File: config.mk
export PLATFORM = sky130hd
export DESIGN_NAME = t03_memory_arbiter
export DESIGN_NICKNAME = d
export VERILOG_FILES = /design/src/rtl/t03_memory_arbiter.sv
export SDC_FILE = /design/constraint.sdc
export NUM_CORES = 1
export LEC_CHECK = 0
export CAP_MARGIN = 20
export CORE_MARGIN = 4
export CORE_UTILIZATION = 44
export DETAILED_ROUTE_END_ITERATION = 6
export GPL_ROUTABILITY_DRIVEN = 1
export GPL_TIMING_DRIVEN = 0
export PLACE_DENSITY = 0.77
export SYNTH_ARGS = -nofsm -noshare
export SYNTH_HDL_FRONTEND = slang
export SYNTH_SLANG_ARGS = --single-unit
File: constraint.sdc
create_clock -name CLK -period 1.92 [get_ports CLK]
set_input_delay 0.192 -clock CLK [delete_from_list [all_inputs] [get_ports CLK]]
set_output_delay 0.192 -clock CLK [all_outputs]
set_load 0.01 [all_outputs]
File: src/rtl/t03_memory_arbiter.sv
// Merges the CPU fetch and load/store ports into one single-request stream for the bus manager.
// A single-entry fetch buffer answers a repeated fetch of the same word without a bus cycle.
module t03_memory_arbiter #(
  parameter bit          IBUF_EN  = 1'b1,
  parameter logic [31:0] BAD_DATA = 32'hBAD1BAD1
) (
  input  logic        CLK,
  input  logic        nRST,
  input  logic        i_req,
  input  logic [31:0] i_addr,
  input  logic        i_flush,
  output logic [31:0] i_rdata,
  output logic        i_ready,
  input  logic        d_read,
  input  logic        d_write,
  input  logic [31:0] d_addr,
  input  logic [31:0] d_wdata,
  input  logic [3:0]  d_sel,
  output logic [31:0] d_rdata,
  output logic        d_ready,
  output logic        mgr_read,
  output logic        mgr_write,
  output logic [31:0] mgr_adr,
  output logic [31:0] mgr_wdata,
  output logic [3:0]  mgr_sel,
  input  logic [31:0] mgr_rdata,
  input  logic        mgr_busy,
  input  logic        mgr_ack
);

  typedef enum logic [1:0] {StIdle, StIssue, StWaitAck, StResp} state_e;

  state_e      state_q, state_d;
  logic [31:0] adr_q, adr_d;
  logic [31:0] wdata_q, wdata_d;
  logic [3:0]  sel_q, sel_d;
  logic        write_q, write_d;
  logic        fetch_q, fetch_d;
  logic [31:0] i_rdata_q, i_rdata_d;
  logic [31:0] d_rdata_q, d_rdata_d;
  logic        ibuf_valid_q, ibuf_valid_d;
  logic [29:0] ibuf_tag_q, ibuf_tag_d;
  logic [31:0] ibuf_data_q, ibuf_data_d;
  logic        ibuf_hit;
  logic        unused_busy;

  assign unused_busy = mgr_busy;
  assign mgr_adr     = adr_q;
  assign mgr_wdata   = wdata_q;
  assign mgr_sel     = sel_q;
  assign ibuf_hit    = IBUF_EN && ibuf_valid_q && (i_addr[31:2] == ibuf_tag_q) && !i_flush;

  always_comb begin
    state_d      = state_q;
    adr_d        = adr_q;
    wdata_d      = wdata_q;
    sel_d        = sel_q;
    write_d      = write_q;
    fetch_d      = fetch_q;
    i_rdata_d    = i_rdata_q;
    d_rdata_d    = d_rdata_q;
    ibuf_valid_d = ibuf_valid_q;
    ibuf_tag_d   = ibuf_tag_q;
    ibuf_data_d  = ibuf_data_q;
    i_ready      = 1'b0;
    d_ready      = 1'b0;
    i_rdata      = i_rdata_q;
    d_rdata      = d_rdata_q;
    mgr_read     = 1'b0;
    mgr_write    = 1'b0;

    if (i_flush) begin
      ibuf_valid_d = 1'b0;
    end

    unique case (state_q)
      StIdle: begin
        if (d_read || d_write) begin
          adr_d   = d_addr;
          wdata_d = d_write ? d_wdata : BAD_DATA;
          sel_d   = d_sel;
          write_d = d_write;
          fetch_d = 1'b0;
          state_d = StIssue;
        end else if (i_req) begin
          if (ibuf_hit) begin
            i_ready   = 1'b1;
            i_rdata   = ibuf_data_q;
            i_rdata_d = ibuf_data_q;
          end else begin
            adr_d   = {i_addr[31:2], 2'b00};
            wdata_d = BAD_DATA;
            sel_d   = 4'hF;
            write_d = 1'b0;
            fetch_d = 1'b1;
            state_d = StIssue;
          end
        end
      end
      StIssue: begin
        mgr_read  = !write_q;
        mgr_write = write_q;
        state_d   = StWaitAck;
      end
      StWaitAck: begin
        if (mgr_ack) begin
          state_d = StResp;
        end
      end
      StResp: begin
        state_d = StIdle;
        if (fetch_q) begin
          i_ready   = 1'b1;
          i_rdata   = mgr_rdata;
          i_rdata_d = mgr_rdata;
          // A fill overrides a same-cycle flush.
          if (IBUF_EN) begin
            ibuf_valid_d = 1'b1;
            ibuf_tag_d   = adr_q[31:2];
            ibuf_data_d  = mgr_rdata;
          end
        end else begin
          d_ready = 1'b1;
          if (write_q) begin
            if (adr_q[31:2] == ibuf_tag_q) begin
              ibuf_valid_d = 1'b0;
            end
          end else begin
            d_rdata   = mgr_rdata;
            d_rdata_d = mgr_rdata;
          end
        end
      end
      default: state_d = StIdle;
    endcase
  end

  always_ff @(posedge CLK or negedge nRST) begin
    if (!nRST) begin
      state_q      <= StIdle;
      adr_q        <= '0;
      wdata_q      <= '0;
      sel_q        <= '0;
      write_q      <= 1'b0;
      fetch_q      <= 1'b0;
      i_rdata_q    <= '0;
      d_rdata_q    <= '0;
      ibuf_valid_q <= 1'b0;
      ibuf_tag_q   <= '0;
      ibuf_data_q  <= '0;
    end else begin
      state_q      <= state_d;
      adr_q        <= adr_d;
      wdata_q      <= wdata_d;
      sel_q        <= sel_d;
      write_q      <= write_d;
      fetch_q      <= fetch_d;
      i_rdata_q    <= i_rdata_d;
      d_rdata_q    <= d_rdata_d;
      ibuf_valid_q <= ibuf_valid_d;
      ibuf_tag_q   <= ibuf_tag_d;
      ibuf_data_q  <= ibuf_data_d;
    end
  end

endmodule
# After elaboration in Yosys (flattened, before gate mapping)
# Cells that the tools add are included.
# totals
regBits	199
inputBits	140
output_inout_bits	136
elab_cells	73
# classes
eq_ne	9
muxes	43
reduce_logical	10
# op_table
op	n
$mux 32	14
$pmux 32 s2	1
$eq 30x30->1	2
$mux 1	19
$mux 4	3
$mux 2	4
$pmux 2 s4	1
$ne 3x3->1 const B	2
$reduce_and 3->1	2
$eq 2x2->1 const B	2
$eq 2x1->1 const B	1
$logic_and 1x1->1	2
$logic_not 1->1	2
$logic_not 2->1	1
$ne 2x1->1 const B	1
$ne 2x2->1 const B	1
$pmux 1 s2	1
$reduce_and 2->1	1
$reduce_bool 2->1	1
$logic_or 1x1->1	1

# Logic depth before layout (Yosys ltp)
# logic_depth
depth_word	7
depth_mapped	9
ltp_nobuf	7

# Worst setup path before layout
# Ideal clock, no wire load.
# synth_path
kind	register to output
start	reg state_q[1]
end	out i_rdata[0]
arrival_ns	1.992
required_ns	1.728
slack_ns	-0.264
stages_incl_launch_ff	9
path_buffers	3
path_cell_list	dfrtp_1 -> inv_1 -> ha_1 -> clkbuf_1 -> or2_2 -> clkbuf_1 -> clkbuf_1 -> o41ai_2 -> a22oi_1
# synth_between
elab_chain_len	2
word_cells_on_any_way	3
classes_between	eq/ne: 1; mux: 1; reduce/logical: 1
# synth_lines
item	line_no	text
start: declaration	33	state_e state_q, state_d;
start signal: assignment	140	state_q <= StIdle;
start signal: assignment	152	state_q <= state_d;
$eq 2x2->1 or $logic_not 2->1 (tied branches)	76	unique case (state_q)
$pmux 32 s2 *	76	
end: declaration	12	output logic [31:0] i_rdata,
# Every way passes the cells marked *; elsewhere a longest branch is shown, timed or not.

# Worst setup path after layout
# layout_path
start	reg ibuf_tag_q[7]
end	out i_rdata[11]
# layout_between
elab_chain_len	7
# layout_lines
item	line_no	text
start: declaration	42	logic [29:0] ibuf_tag_q, ibuf_tag_d;
start signal: assignment	161	ibuf_tag_q <= ibuf_tag_d;
$eq 30x30->1	51	assign ibuf_hit = IBUF_EN && ibuf_valid_q && (i_addr[31:2] == ibuf_tag_q) && !i_flush;
$logic_and 1x1->1 (2 in series)	51	
$mux 32	86	if (ibuf_hit) begin
$mux 32	85	end else if (i_req) begin
$mux 32	78	if (d_read || d_write) begin
$pmux 32 s2	76	
# No other way between the ends.

==> metrics.txt <==
# TYPE chip_impl_metric gauge
chip_impl_info{name="run_status",value="finished with violations"} 1
chip_impl_info{name="violations",value="negative setup slack"} 1
chip_impl_metric{name="flow.area_growth_from_synthesis",unit="%"} 56.08
chip_impl_metric{name="finalWorstSetupSlack",unit="ns"} -0.8995
chip_impl_metric{name="count_of_flip_flops_with_a_built_in_enable_after_synthesis",unit=""} 0
chip_impl_metric{name="totalNegativeSetupSlack",unit="ns"} -64.15
chip_impl_metric{name="period_utilization_post_route",unit=""} 1.468
chip_impl_metric{name="synth_cells",unit=""} 859
chip_impl_metric{name="placement_rows",unit=""} 54
chip_impl_metric{name="yosys.cell_types.count",unit=""} 39
chip_impl_metric{name="design.portCount",unit=""} 276
chip_impl_metric{name="via_count",unit=""} 8585
chip_impl_metric{name="floorplan.die.width",unit="um"} 158.0
chip_impl_metric{name="netlist_area",unit="um2"} 9902
chip_impl_metric{name="postRouteAntennaNets",unit=""} 0
chip_impl_metric{name="route.detailed.vias_per_inst",unit=""} 5.701
chip_impl_metric{name="layout.nets",unit=""} 1357
chip_impl_metric{name="drt_iter0_drc",unit=""} 513
chip_impl_metric{name="worstPathArrival",unit="ns"} 2.63
chip_impl_metric{name="ir_worst_vdd",unit="mV"} 0.7862
chip_impl_metric{name="worstPathMaxFanout",unit=""} 5
chip_impl_metric{name="multiInputGateArea",unit="um2"} 5450
chip_impl_metric{name="total_power",unit="mW"} 24.79
chip_impl_metric{name="dieArea",unit="um2"} 24970
chip_impl_metric{name="grt_pass1_vias",unit=""} 8972
chip_impl_metric{name="max-slew-margin-rel",unit=""} 0.4843
chip_impl_metric{name="firstDrtPassIters",unit=""} 4
chip_impl_metric{name="finalClockSkew",unit="ns"} 0.01650
chip_impl_metric{name="min_period",unit="ns"} 2.819
chip_impl_metric{name="ys_seq_area_frac",unit=""} 0.5029
chip_impl_info{name="mostFrequentLayoutCells",value="clkdlybuf4s50_1 (203), dfrtp_1 (198), mux2_2 (94)"} 1
chip_impl_metric{name="p_leak",unit="nW"} 6.701
chip_impl_info{name="min-delay-path-class",value="in -> reg"} 1
chip_impl_metric{name="yosys_warnings",unit=""} 0
chip_impl_metric{name="pre_cts_ws",unit="ns"} -1.379
chip_impl_metric{name="globalRoute.totalOverflow",unit=""} 0
chip_impl_metric{name="clk_transition_reported_paths",unit="ns"} 0.08
chip_impl_metric{name="grt_pass1_wl",unit="um"} 49790
chip_impl_metric{name="core_area",unit="um2"} 21960
chip_impl_metric{name="layout.filler_cells",unit=""} 1497
chip_impl_metric{name="clk_latency",unit="ns"} 0.44
chip_impl_metric{name="grt_max_degree",unit=""} 105
chip_impl_metric{name="groute.usage.overall",unit=""} 0.2544
chip_impl_metric{name="power.density",unit="nW/um2"} 1604
chip_impl_metric{name="cts_inserted_buffers",unit=""} 17
chip_impl_metric{name="synthesis.area_per_instance",unit="um2"} 11.53
chip_impl_info{name="tritoncts_clock_tree",value="built"} 1
chip_impl_metric{name="tightest_slew",unit="ns"} 0.7736
chip_impl_metric{name="finalSetupViolCount",unit=""} 166
chip_impl_metric{name="timing.critical_path.required",unit="ns"} 1.73
chip_impl_info{name="grt_setup_unrepaired",value="yes"} 1
chip_impl_info{name="criticalPathCategory",value="reg -> out"} 1
chip_impl_metric{name="max_freq",unit="GHz"} 0.3547
chip_impl_metric{name="max_cap_violations",unit=""} 0
chip_impl_metric{name="routed_wire_length_per_instance",unit="um"} 22.52
chip_impl_metric{name="number_of_pins_with_negative_max_slew_slack_in_the_final_report",unit=""} 0
chip_impl_metric{name="seqCellArea",unit="um2"} 4981
chip_impl_metric{name="postPlaceCellArea",unit="um2"} 13050
chip_impl_metric{name="antenna_found_initial",unit=""} 2
chip_impl_info{name="synth_flop_cell",value="dfrtp_1"} 1
chip_impl_metric{name="cts.sink_count",unit=""} 199
chip_impl_metric{name="io_buffers",unit=""} 272
chip_impl_metric{name="detailedPlacementHpwl",unit="um"} 22050
chip_impl_info{name="startpoint_type",value="flip-flop"} 1
chip_impl_metric{name="cts.htree.levels",unit=""} 4
chip_impl_metric{name="gp_congestion",unit=""} 0.9033
chip_impl_metric{name="layout-drive-gt1-share",unit=""} 0.3706
chip_impl_metric{name="die-height",unit="um"} 158.0
chip_impl_metric{name="start_util",unit=""} 0.4509
chip_impl_info{name="final_common_cell",value="clkdlybuf4s50_1"} 1
chip_impl_info{name="timing.critical_path.to_type",value="output port"} 1
chip_impl_metric{name="drc",unit=""} 0
chip_impl_metric{name="finish.instance_area",unit="um2"} 15450
chip_impl_metric{name="cts-root-to-sink-buffers",unit=""} 2
chip_impl_info{name="ctsRootBufferMaster",value="clkbuf_16"} 1
chip_impl_metric{name="finalHoldViolations",unit=""} 0
chip_impl_metric{name="synth-async-reset-ratio",unit=""} 1.000
chip_impl_metric{name="synth.net_count",unit=""} 1003
chip_impl_metric{name="synth_seq_cells",unit=""} 199
chip_impl_metric{name="wl",unit="um"} 33910
==> worst paths after layout <==
check | startpoint | end | slack (ns) | cells past startpoint
worst max-delay path | ibuf_tag_q[7] | i_rdata[11] | -0.90 | 9
worst min-delay path | d_wdata[22] | mgr_wdata[22] | 0.33 | 2
worst max register to register | ibuf_tag_q[10] | i_rdata_q[2] | -0.40 | 9
worst min register to register | d_rdata_q[4] | d_rdata_q[4] | 0.50 | 1
max in group asynchronous | nRST | mgr_wdata[24] | 0.56 | 3
min in group asynchronous | nRST | d_rdata_q[15] | 0.34 | 2
==> cell usage after synthesis (all sizes together), types with 5 or more instances <==
cell type  number  area (um2)
dfrtp         199        4980
o41ai          32       505.5
nand2          41       153.9
a211oi         30       225.2
o21ai           5       25.02
nand4           7       43.79
clkbuf         46       172.7
o32a           18       180.2
nor2           72       270.3
mux2          126        1419
nand2b         32       200.2
nor4           20       125.1
a32o           14       140.1
a21oi          68       340.3
xnor2          11       96.34
a22oi          32       240.2
buf            24       123.9
xor2           49       429.2
==> registers in the layout, indices dropped and copies added (netlist names) <==
signal / flops
ibuf_data_q: 32
write_q: 1
mgr_adr: 32
fetch_q: 1
state_q: 2
i_rdata_q: 32
ibuf_valid_q: 1
ibuf_tag_q: 30
d_rdata_q: 32
mgr_sel: 4
mgr_wdata: 32
==> kinds of logic after synthesis <==
kind of cell / count (synthesis) / share of synthesized area
AO/OA/AOI/OAI: 206 / 0.1727
XOR/XNOR: 60 / 0.05307
adder cells (fa/ha/maj): 4 / 0.005055
buffers and inverters: 74 / 0.03146
flip-flops: 199 / 0.5029
multiplexers: 126 / 0.1433
AND/OR/NAND/NOR: 190 / 0.09148
==> routing by layer <==
layer	wire [um]	share of wire	up-vias	GRT usage
met3	2307	0.068	45	0.06096
met1	13760	0.41	4374	0.3226
met5	8	0.00024	-	0
li1	-	-	3849	-
met4	534	0.016	2	0.07392
met2	17300	0.51	315	0.4353
==> stage by stage <==
step                      hold WS (ns)    util  cells
after floorplan                -0.1036       -    859
after global placement          0.4647  0.5927   1411
after detailed placement        0.2689  0.5942   1412
after CTS                       0.3127  0.6665   1475
after global routing            0.3216  0.7038   1506
final                           0.3335  0.7038   1506
==> repair_timing <==
action                                  4_1_cts  5_1_grt
pin swaps                                    14       42
setup buffers                                29       32
hold buffers                                  1        0
endpoints found under the setup margin      264      185
gates resized for setup                     462      133
hold endpoints to repair                     95        0
cloned                                        5        7
==> worst max-delay path, stage by stage (launching register included) <==
cell and delay, ns:
dfrtp_1 0.43, xor2_2 0.19, nor4_2 0.28, and4_1 0.24, buf_6 0.12, nand3b_1 0.17
buf_6 0.19, clkbuf_16 0.15, a22oi_2 0.23, buf_4 0.18
==> cell type report <==
class | count | share of cell area
diodes | 1 | 0.0001619
inverters | 4 | 0.0009715
repair buffers | 341 | 0.2229
well taps | 280 | 0.02267
clock inverters | 13 | 0.008825
flip-flops and latches | 199 | 0.3223
plain buffers | 64 | 0.04113
multi-input cells | 586 | 0.3527
clock buffers | 18 | 0.02842
==> power by group <==
part | switching (mW) | internal [mW] | leakage, nW
Sequential | 1.56 | 6.05 | 2.33
Combinational | 6.06 | 7.51 | 4.09
Clock | 1.74 | 1.86 | 0.279
Total | 9.36 | 15.4 | 6.70
No activity file was read; power rests on OpenSTA's default activity.
